File: src/rtl/rr_decode_arbiter.sv
// 16-requester round-robin arbiter with hold-until-release ownership,
// optional max-hold preemption and a global enable gating new grants.
module rr_decode_arbiter #(
    parameter int MAX_HOLD = 8,
    parameter int CNT_W    = 4
) (
    input  logic        clk,
    input  logic        rst,
    input  logic        en,
    input  logic [15:0] req,
    output logic [15:0] gnt,
    output logic [3:0]  gnt_idx,
    output logic        gnt_valid,
    output logic        preempt
);

    typedef enum logic {IDLE, GRANT} state_t;

    state_t           state, state_nx;
    logic [3:0]       ptr, ptr_nx;
    logic [3:0]       idx_nx;
    logic             valid_nx;
    logic             preempt_nx;
    logic [CNT_W-1:0] cnt, cnt_nx;

    logic [15:0]      others;
    logic [3:0]       cand;
    logic             owner_req;
    logic             timed_out;

    // First requester strictly after p, wrapping; p itself is only reached last.
    function automatic logic [3:0] rr_next(input logic [3:0] p, input logic [15:0] r);
        logic [3:0] idx;
        logic       found;
        rr_next = p;
        found   = 1'b0;
        for (int k = 1; k <= 16; k++) begin
            idx = p + 4'(k);
            if (!found && r[idx]) begin
                rr_next = idx;
                found   = 1'b1;
            end
        end
    endfunction

    // In GRANT the owner is masked out so it can never hand off to itself.
    assign others    = (state == GRANT) ? (req & ~gnt) : req;
    assign cand      = rr_next(ptr, others);
    assign owner_req = req[gnt_idx];
    assign timed_out = (MAX_HOLD != 0) && (cnt >= CNT_W'(MAX_HOLD));

    always_comb begin
        state_nx   = state;
        ptr_nx     = ptr;
        idx_nx     = gnt_idx;
        valid_nx   = gnt_valid;
        preempt_nx = 1'b0;
        cnt_nx     = cnt;

        unique case (state)
            IDLE: begin
                if (en && (req != 16'd0)) begin
                    state_nx = GRANT;
                    idx_nx   = cand;
                    ptr_nx   = cand;
                    valid_nx = 1'b1;
                    cnt_nx   = CNT_W'(1);
                end
            end
            GRANT: begin
                if (!owner_req || timed_out) begin
                    if (en && (others != 16'd0)) begin
                        idx_nx     = cand;
                        ptr_nx     = cand;
                        cnt_nx     = CNT_W'(1);
                        preempt_nx = owner_req;
                    end else if (!owner_req) begin
                        state_nx = IDLE;
                        idx_nx   = 4'd0;
                        valid_nx = 1'b0;
                        cnt_nx   = '0;
                    end
                end else if (cnt != {CNT_W{1'b1}}) begin
                    cnt_nx = cnt + CNT_W'(1);
                end
            end
            default: begin
                state_nx = IDLE;
                idx_nx   = 4'd0;
                valid_nx = 1'b0;
                cnt_nx   = '0;
            end
        endcase
    end

    always_ff @(posedge clk) begin
        if (rst) begin
            state     <= IDLE;
            ptr       <= 4'd15;
            gnt_idx   <= 4'd0;
            gnt_valid <= 1'b0;
            gnt       <= 16'd0;
            preempt   <= 1'b0;
            cnt       <= '0;
        end else begin
            state     <= state_nx;
            ptr       <= ptr_nx;
            gnt_idx   <= idx_nx;
            gnt_valid <= valid_nx;
            gnt       <= valid_nx ? (16'd1 << idx_nx) : 16'd0;
            preempt   <= preempt_nx;
            cnt       <= cnt_nx;
        end
    end

endmodule

File: config.mk
export PLATFORM = sky130hd
export DESIGN_NAME = rr_decode_arbiter
export DESIGN_NICKNAME = d
export VERILOG_FILES = /design/src/rtl/rr_decode_arbiter.sv
export SDC_FILE = /design/constraint.sdc
export NUM_CORES = 1
export LEC_CHECK = 0
export ABC_CLOCK_PERIOD_IN_PS = 4500
export CAP_MARGIN = 5
export CORE_ASPECT_RATIO = 1.25
export CORE_MARGIN = 3
export CORE_UTILIZATION = 40
export CTS_CLUSTER_DIAMETER = 30
export DETAILED_ROUTE_END_ITERATION = 16
export HOLD_SLACK_MARGIN = 0.05
export SLEW_MARGIN = 0
export SYNTH_ARGS = -nofsm -noshare
export SYNTH_HDL_FRONTEND = slang
export SYNTH_SLANG_ARGS = --single-unit
File: constraint.sdc
create_clock -name clk -period 4.5 [get_ports clk]
set_clock_uncertainty 0.05 [all_clocks]
set_input_delay 1.125 -clock clk [delete_from_list [all_inputs] [get_ports clk]]
set_output_delay 1.125 -clock clk [all_outputs]
set_load 0.005 [all_outputs]
After elaboration in Yosys (flattened, before gate mapping) --
Cells that the tools add are included. W data, S select, Z words.
Storage, ports and cells: bits in registers 31, latch bits 0, RAM bits 0, ROM bits 0, word-level logic and storage cells 185, memories kept 0
Operators by class: add/sub/neg operators 16, multipliers 0, div/mod/pow operators 0, order comparisons 18, equality and inequality tests 6, shifts and indexed selects 1, mux-type cells 91, bitwise gates (word level) 6, reductions and logical operators 40
Operators by type and width (count):
- $mux W4 | 28
- $lt A4 B5 Y1 const B | 17
- $bmux W1 S4 | 17
- $mux W1 | 40
- $add A4 B4 Y4 const B | 8
- $reduce_bool A16 Y1 | 2
- $pmux W4 S2 | 3
- $logic_and A1 B1 Y1 | 17
- $add A4 B3 Y4 const B | 4
- $and A16 B16 Y16 | 1
- $logic_not A1 Y1 | 16
- $mux W16 | 1
- $not A16 Y16 | 1
- $shl A1 B4 Y16 const A | 1
- $add A4 B1 Y4 const B | 2
- $add A4 B2 Y4 const B | 2
- $reduce_and A3 Y1 | 2
- $ge A4 B4 Y1 const B | 1
- $ne A2 B1 Y1 const B | 2
- $ne A4 B3 Y1 const B | 1
- $ne A4 B4 Y1 const B | 1
- $not A1 Y1 | 4
- $pmux W1 S2 | 2
- $reduce_or A4 Y1 | 1
- 4 further kinds | 4

Longest topological paths before layout --
Gate-level depths: netlist of the first run.
depth in word-level cells 55, gate-level depth with buffers 16

Worst setup path after synthesis of the first run --
No wires, ideal clock.
path type flip-flop to flip-flop, from reg ptr[1], to reg ptr[1], data arrival time 4.297 ns, required time 4.316 ns, setup slack 0.019 ns, stages on the path, launching flop included 15, path buffers 3, clock period less this slack 4.481 ns, cell sequence dfxtp_1 buf_2 clkinv_1 buf_1 ha_1 clkbuf_1 mux4_2 mux2_2 mux2_4 nor4_4 nand3_4 o2111a_1 a211oi_2 a221oi_2 or4_1
Between the ends: longest elaborated chain between the ends 52, elaborated cells on any way between the ends 112, classes of those cells add/sub (15); mux (67); reduce/logical (30)
Ends and longest elaborated chain:
- from (decl) | RTL line 20 | logic [3:0] ptr, ptr_nx;
- from (signal assigned) | RTL line 107 | ptr <= ptr_nx;
- $add A4 B1 Y4 | RTL line 38 | idx = p + 4'(k);
- $bmux W1 S4 | RTL line 39 | if (!found && r[idx]) begin
- $mux W1 (not written as such) | RTL line 39
- $mux W1 | RTL line 39
- $logic_not A1 Y1 | RTL line 39
- $logic_and A1 B1 Y1 | RTL line 39
- $mux W1 | RTL line 39
- $logic_not A1 Y1 | RTL line 39
- [36 not listed]
- $logic_and A1 B1 Y1 | RTL line 39
- $mux W1 | RTL line 39
- $logic_not A1 Y1 | RTL line 39
- $logic_and A1 B1 Y1 | RTL line 39
- $mux W4 * | RTL line 39
- $mux W4 | RTL line 72 | if (en && (others != 16'd0)) begin
- $mux W4 | RTL line 71 | if (!owner_req || timed_out) begin
- $pmux W4 S2 * | RTL line 60 | unique case (state)
Mark *: on every way between the ends. The rest lies on a longest branch, timed or not. The select of a mux whose other input is x is not followed. A chain may end at the register's enable or synchronous reset.

Worst setup path in the final report of the first run --
from in req[0], to reg ptr[1]
Between the ends: longest elaborated chain between the ends 53, elaborated cells on any way between the ends 111, classes of those cells eq/ne (3); mux (70); bitwise (1); reduce/logical (37)
Ends and longest elaborated chain:
- from (decl) | RTL line 10 | input logic [15:0] req,
- $and A16 B16 Y16 | RTL line 47 | assign others = (state == GRANT) ? (req & ~gnt) : req;
- $mux W16 | RTL line 47
- $bmux W1 S4 | RTL line 39
- $mux W1 (not written as such) | RTL line 39
- $mux W1 | RTL line 39
- $logic_not A1 Y1 | RTL line 39
- $logic_and A1 B1 Y1 | RTL line 39
- $mux W1 | RTL line 39
- [37 not listed]
- $logic_and A1 B1 Y1 | RTL line 39
- $mux W1 | RTL line 39
- $logic_not A1 Y1 | RTL line 39
- $logic_and A1 B1 Y1 | RTL line 39
- $mux W4 | RTL line 39
- $mux W4 | RTL line 72
- $mux W4 | RTL line 71
- $pmux W4 S2 | RTL line 60
Parallel ways exist; a longest one is shown, timed or not. The select of a mux whose other input is x is not followed.

==> results of run 1 <==
-- what timing repair did --
action / in CTS / in global routing
pin swaps: 17 / 13
buffers inserted: 17 / 7
resized for setup: 86 / 39
setup endpoints to repair: 18 / 19
-- metal layers --
layer	GRT usage	vias to the layer above	share of wire
li1	-	2195	-
met1	0.3331	2304	0.38
met2	0.5513	218	0.51
met3	0.02558	77	0.045
met4	0.1954	0	0.072
met5	0	-	0
-- registers in the layout, summed over array words and instances (netlist names) --
register	cells
cnt	4
gnt	16
gnt_idx	4
gnt_valid	1
preempt	1
ptr	4
state	1
-- tightest hold or removal path, delay by kind of cell, from the launching register on --
family / cells / cell delay [ns]
compound gates: 1 / 0.06
flops: 1 / 0.32
simple gates: 1 / 0.08
-- synthesized netlist by cell type (3+ instances only) --
| cell | number |
|---|---|
| clkbuf_1 | 8 |
| or4_1 | 3 |
| dfxtp_1 | 31 |
| xor2_1 | 4 |
| nor2b_1 | 7 |
| o2111ai_1 | 4 |
| a211oi_1 | 6 |
| a21boi_1 | 11 |
| nor3_1 | 21 |
| ha_1 | 9 |
| a31oi_1 | 3 |
| o21a_1 | 3 |
| nand4_1 | 5 |
| nand2_1 | 35 |
| a31o_2 | 3 |
| nand3_1 | 13 |
| o31ai_1 | 7 |
| nor2_1 | 37 |
| mux2i_1 | 25 |
| o22ai_1 | 8 |
| or3_1 | 3 |
| buf_2 | 4 |
| buf_4 | 3 |
| a21o_1 | 5 |
| a21boi_2 | 3 |
| mux2_2 | 20 |
| a21oi_1 | 24 |
| clkinv_1 | 3 |
| xnor2_1 | 14 |
| mux4_2 | 21 |
| o21bai_1 | 3 |
| and2_1 | 6 |
| a21boi_0 | 6 |
| nor4_1 | 11 |
| nand2b_1 | 4 |
| a2bb2oi_1 | 4 |
| o22a_1 | 3 |
| inv_1 | 8 |
| and3_1 | 8 |
| buf_6 | 3 |
| o211ai_1 | 6 |
| o21ai_0 | 13 |
-- worst max-delay path by stage --
stage,to,slack (ns),cells after the start
2_1_floorplan,ptr[1],0.02,14
6_report,ptr[1],0.09,12
3_5_place_dp,gnt[15],-0.66,15
5_1_grt,gnt_idx[1],0.02,16
3_3_place_gp,gnt[8],-0.57,14
4_1_cts,gnt[4],0.0005,15
-- logic make-up (layout without fill, tap and decap cells) --
group	Yosys count	after routing	share of synthesized area
AND/OR/NAND/NOR	164	164	0.2183
adder cells (fa/ha/maj)	9	9	0.02847
other	0	1	0
XOR/XNOR	19	19	0.04397
AO/OA/AOI/OAI	136	136	0.2506
buffers and inverters	34	223	0.04555
flip-flops	31	31	0.1569
multiplexers	70	70	0.2562
-- layout by cell type, fill, tap and decap left out, types with 6 or more instances in the layout --
master / count
inv_1: 8
nor3_1: 19
dlymetal6s2s_1: 9
a21boi_4: 18
nor2b_1: 7
mux2i_2: 8
nor2_1: 37
mux2_4: 7
buf_6: 13
dlygate4sd2_1: 7
o21ai_0: 10
buf_4: 148
mux2i_1: 15
mux4_2: 21
mux2_2: 14
and2_1: 6
dfxtp_1: 30
o31ai_1: 6
nand3_1: 13
o211ai_1: 6
ha_1: 9
nor4_1: 10
a21oi_1: 23
nand2_1: 34
xnor2_1: 14
clkdlybuf4s50_1: 24
-- metrics by stage --
stage / setup WS, ns / setup TNS [ns] / hold slack [ns] / cell area (µm²)
after floorplan: 0.01912 / 0 / 0.4314 / 3955
after global placement: -0.5687 / -9.386 / 0.4460 / 5451
after detailed placement: -0.6607 / -11.05 / 0.4541 / 5451
after CTS: 0.0005063 / 0 / 0.4612 / 6075
after global routing: 0.02175 / 0 / 0.4905 / 6282
final: 0.08674 / 0 / 0.4613 / 6282
-- cell type report --
cell class	count	area share
diodes	1	0.0003983
clock buffers	6	0.02211
clock inverters	1	0.0007967
inverters	13	0.008166
multi-input cells	398	0.5726
flip-flops and latches	31	0.09898
well taps	123	0.02450
repair buffers	203	0.2725
==> flow_summary_export.csv, run 1 <==
group,metric,value,unit
drt,remaining_drc_errors,0,
setup_path,crit_type,"primary input to flop",
synth,synth_cells,463,
sta,finalHoldViolations,0,
placed_design,place_inst,746,
drt,routed_wl,16.75,mm
grt,grt_pass1_wl,25.55,mm
die,start_util,0.4221,
worst_hold_path,hp-class,"flop to flop",
grt,grt_start_max_net_pins,21,
final_layout,n_fill_cell,774,
drt,wl_per_cell,21.58,µm
final_layout,nets,680,
placed_design,io_buffers,40,
grt,grt-ovfl-total,0,
cts,cts_max_path_buffers,2,
die,ios,41,
sta,setup_violations,0,
synth,synth_top_area_frac,0.1569,
setup_path,worstSetupStartpointType,"primary input",
final_layout,seq_area,621.8,µm²
placed_design,dp_hpwl,12.63,mm
synth,synth-seq-area-share,0.1569,
synth,ys_ff_latch,31,
die,design.die.area,11120,µm²
synth,syn_area,3955,µm²
synth,async_flop_share,0,
worst_hold_path,hold_depth,2,
grt,antenna_found_initial,1,
setup_path,critPathCaptureType,"flop",
setup_path,reg2reg_from,"state",
setup_path,crit_fanout,6,
synth,syn_area_per_cell,8.542,µm²
setup_path,cp-startpoint,"req[0]",
final_layout,syn_to_final_growth,58.84,%
final_layout,multiInputGateArea,3597,µm²
cts,clock_latency,0.28,ns
setup_path,reg2reg_to,"ptr[1]",
synth,synth_nets,491,
drt,vias,4794,
setup_path,worst_ep_arrival_time,4.51,ns
cts,cts_tree,"done",
drt,drt_pass1_iterations,7,
sta,slew_violations,0,
final_layout,finalNonFillerCells,776,
setup_path,reg2reg_slack,0.27,ns
setup_path,crit_top_cell,"mux2_4",
sta,period_share,0.9807,
final_layout,final_util,0.6705,
worst_hold_path,hp-start,"cnt[1]",
synth,synthFlopType,"dfxtp_1",
cts,cts_hold_buf,0,
cts,htree_num_levels,2,
grt,grt_pass1_vias,4897,
final_layout,drive_gt1_frac,0.4371,
status,status,"finished clean",
setup_path,worst-path-buf-inv,2,
synth,yosys_warnings,0,
setup_path,crit_family,"multiplexers",
setup_path,reg2reg_depth,12,
drt,drtAntennaViolNets,0,
synth,synth_cell_types,78,
sta,max_freq,0.2266,GHz
synth,synth_area_leaders,"dfxtp_1, mux4_2, mux2i_1",
job,max_cap_violations,0,
cts,clock-sinks,31,
die,row_count,39,
drt,first_iter_violations,377,
placed_design,routabilityCongestion,1.022,
synth,synth_enable_flop_cells,0,
setup_path,crit_chain,"dlygate4sd2_1 > a21boi_4 > mux2_4 > mux4_2 > mux2_4 > buf_4 > or3_4 > nand3_1 > a21oi_1 > o211ai_1 > a221oi_4 > or4_4",
sta,rsz0062_at_grt,"no",
cts,cts_buffers,5,
drt,routed_via_density,6.178,
die,die_w,94.94,µm
sta,relSlewSlack,0.6277,
sta,period_needed,4.413,ns
sta,worst_pin_slew,0.5545,ns
cts,cts_root_buf,"clkbuf_16",
die,die_h,117.2,µm
worst_hold_path,min_to,"cnt[3]",
setup_path,critPathSlowestCell,"mux4_2",
grt,grt.total_usage,0.3019,
synth,synth_top_area_cell,"dfxtp_1",
cts,cts.clk_slew.worst_paths,0.05,ns
setup_path,max_stage_delay,0.55,ns
setup_path,cp.required,4.60,ns
die,core,9369,µm²
Power of run 1 is not shown: default switching activity piles up to over one toggle a cycle in this logic, so the estimate is an artifact.
==> run 2: changes to the inputs <==
Settings changed: CORE_ASPECT_RATIO 1.25 to 0.9.
==> run 2 against run 1 <==
Compared with the run above: hold slack better by 0.019 ns; critical endpoint is now gnt[8]; cell count down 0.39%; sequential share of layout area up 0.13 points; non-clock buffer count down 2; sequential cell count unchanged.
==> flow_summary_export.csv, run 2 (same netlist as run 1, synthesis figures left out) <==
group,metric,value,unit
status,status,"finished clean",
setup_path,critPathSlowestCell,"a2111o_1",
setup_path,worstSetupStartpointType,"primary input",
sta,period_needed,4.408,ns
final_layout,nets,678,
worst_hold_path,hp-class,"flop to flop",
drt,routed_via_density,6.184,
sta,whs,0.4798,ns
cts,clock-sinks,31,
final_layout,design_area,6203,µm²
worst_hold_path,hold_depth,2,
setup_path,worst_ep_arrival_time,4.55,ns
drt,wl_met3,1.250,mm
setup_path,crit_type,"primary input to flop",
die,row_count,33,
cts,clock_latency,0.29,ns
die,design.die.area,11120,µm²
drt,routed_wl,16.75,mm
grt,grt-ovfl-total,0,
final_layout,syn_to_final_growth,56.85,%
placed_design,routabilityCongestion,1.038,
drt,remaining_drc_errors,0,
sta,worst_pin_slew,1.104,ns
sta,slew_violations,0,
sta,tns,0,ns
grt,antenna_found_initial,0,
die,die_h,100.3,µm
drt,top_layer_used,"met4",
final_layout,antenna_cells,0,
die,die_w,110.8,µm
job,max_cap_violations,0,
sta,relSlewSlack,0.2564,
cts,cts_root_buf,"clkbuf_8",
final_layout,top_register,"gnt",
grt,grt.total_usage,0.2872,
drt,first_iter_violations,419,
setup_path,reg2reg_slack,0.20,ns
drt,drtAntennaViolNets,0,
setup_path,critPathCaptureType,"flop",
grt,grt_pass1_wl,25.27,mm
final_layout,final_common_cell,"buf_4",
setup_path,max_stage_delay,0.38,ns
setup_path,crit_top_cell,"buf_4",
drt,wl_met2,7.806,mm
cts,cts.clk_slew.worst_paths,0.07,ns
setup_path,reg2reg_depth,18,
grt,grt_pass1_vias,4708,
die,core,9373,µm²
sta,max_freq,0.2269,GHz
setup_path,cp.required,4.64,ns
placed_design,io_buffers,40,
setup_path,crit_chain,"dlygate4sd2_1 > a21boi_4 > buf_6 > mux2_4 > a2bb2oi_1 > buf_4 > buf_4 > and3_1 > buf_4 > o311a_1 > a2111o_1 > nand2_1 > o211ai_1 > buf_4 > a32o_2 > buf_4 > a21boi_4 > and2_1",
final_layout,largest_reg_flops,16,
sta,period_share,0.9795,
placed_design,dpl_cell_area,5430,µm²
final_layout,drive_gt1_frac,0.4286,
sta,setup_violations,0,
cts,cts_max_path_buffers,2,
drt,wl_met1,7.257,mm
cts,cts_buffers,5,
die,ios,41,
cts,htree_num_levels,2,
drt,drt_pass1_iterations,5,
drt,vias,4780,
drt,wl_per_cell,21.67,µm
placed_design,dp_hpwl,12.91,mm
grt,grt_start_max_net_pins,21,
final_layout,final_cell_mix,"buf_4, nor2_1, nand2_1",
cts,cts_tree,"done",
sta,finalHoldViolations,0,
die,start_util,0.4220,
setup_path,crit_fanout,5,
==> run 2: changes by cell type in the layout (fill, tap and decap cells not counted), moves of 5 or more <==
cell,before,now
mux2i_4,5,10
buf_4,148,153
a21boi_2,0,5
mux2i_2,8,0
clkbuf_16,5,0
buf_6,13,8
a21boi_4,18,12
==> run 2: worst paths after layout <==
| check | start | end |
|---|---|---|
| worst max-delay path | req[6] | gnt[8] |
| worst min-delay path | cnt[3] | cnt[3] |
| worst max register to register | state | gnt[8] |
| worst min register to register | cnt[3] | cnt[3] |
==> run 2: worst max-delay path: cells and delay by family <==
family          cells  cell delay, ns
simple gates        3            0.45
compound gates      7            1.53
mux                 1            0.29
buf+inv             7            1.15
==> run 2: through the flow <==
step,instances,worst slack [ns],util
after detailed placement,744,-0.6593,0.5794
after global routing,773,-0.01938,0.6619
after floorplan,463,0.01912,-
after CTS,765,0.004632,0.6310
final,773,0.09203,0.6619
after global placement,744,-0.6381,0.5794
==> run 2: repair_timing <==
| action | 4_1_cts | 5_1_grt |
|---|---|---|
| endpoints found under the setup margin | 20 | 19 |
| hold buffers | 0 | 0 |
| pin swaps | 10 | 20 |
| resized for setup | 65 | 52 |
| buffers inserted | 13 | 11 |
==> run 2: layer usage <==
layer	global-route usage	vias to the layer above
met5	0	-
met4	0.08617	0
met3	0.05606	41
met2	0.4813	227
met1	0.3778	2331
li1	-	2181
==> run 2: cell type report <==
class	count	area [µm²]
inverter	13	51.30
sequential	31	621.8
tap	122	152.6
fill	752	3169
clock inverter	3	43.79
multi-input combinational	398	3608
timing repair buffer	201	1657
clock buffer	5	68.82
Power of run 2 is left out for the same reason.
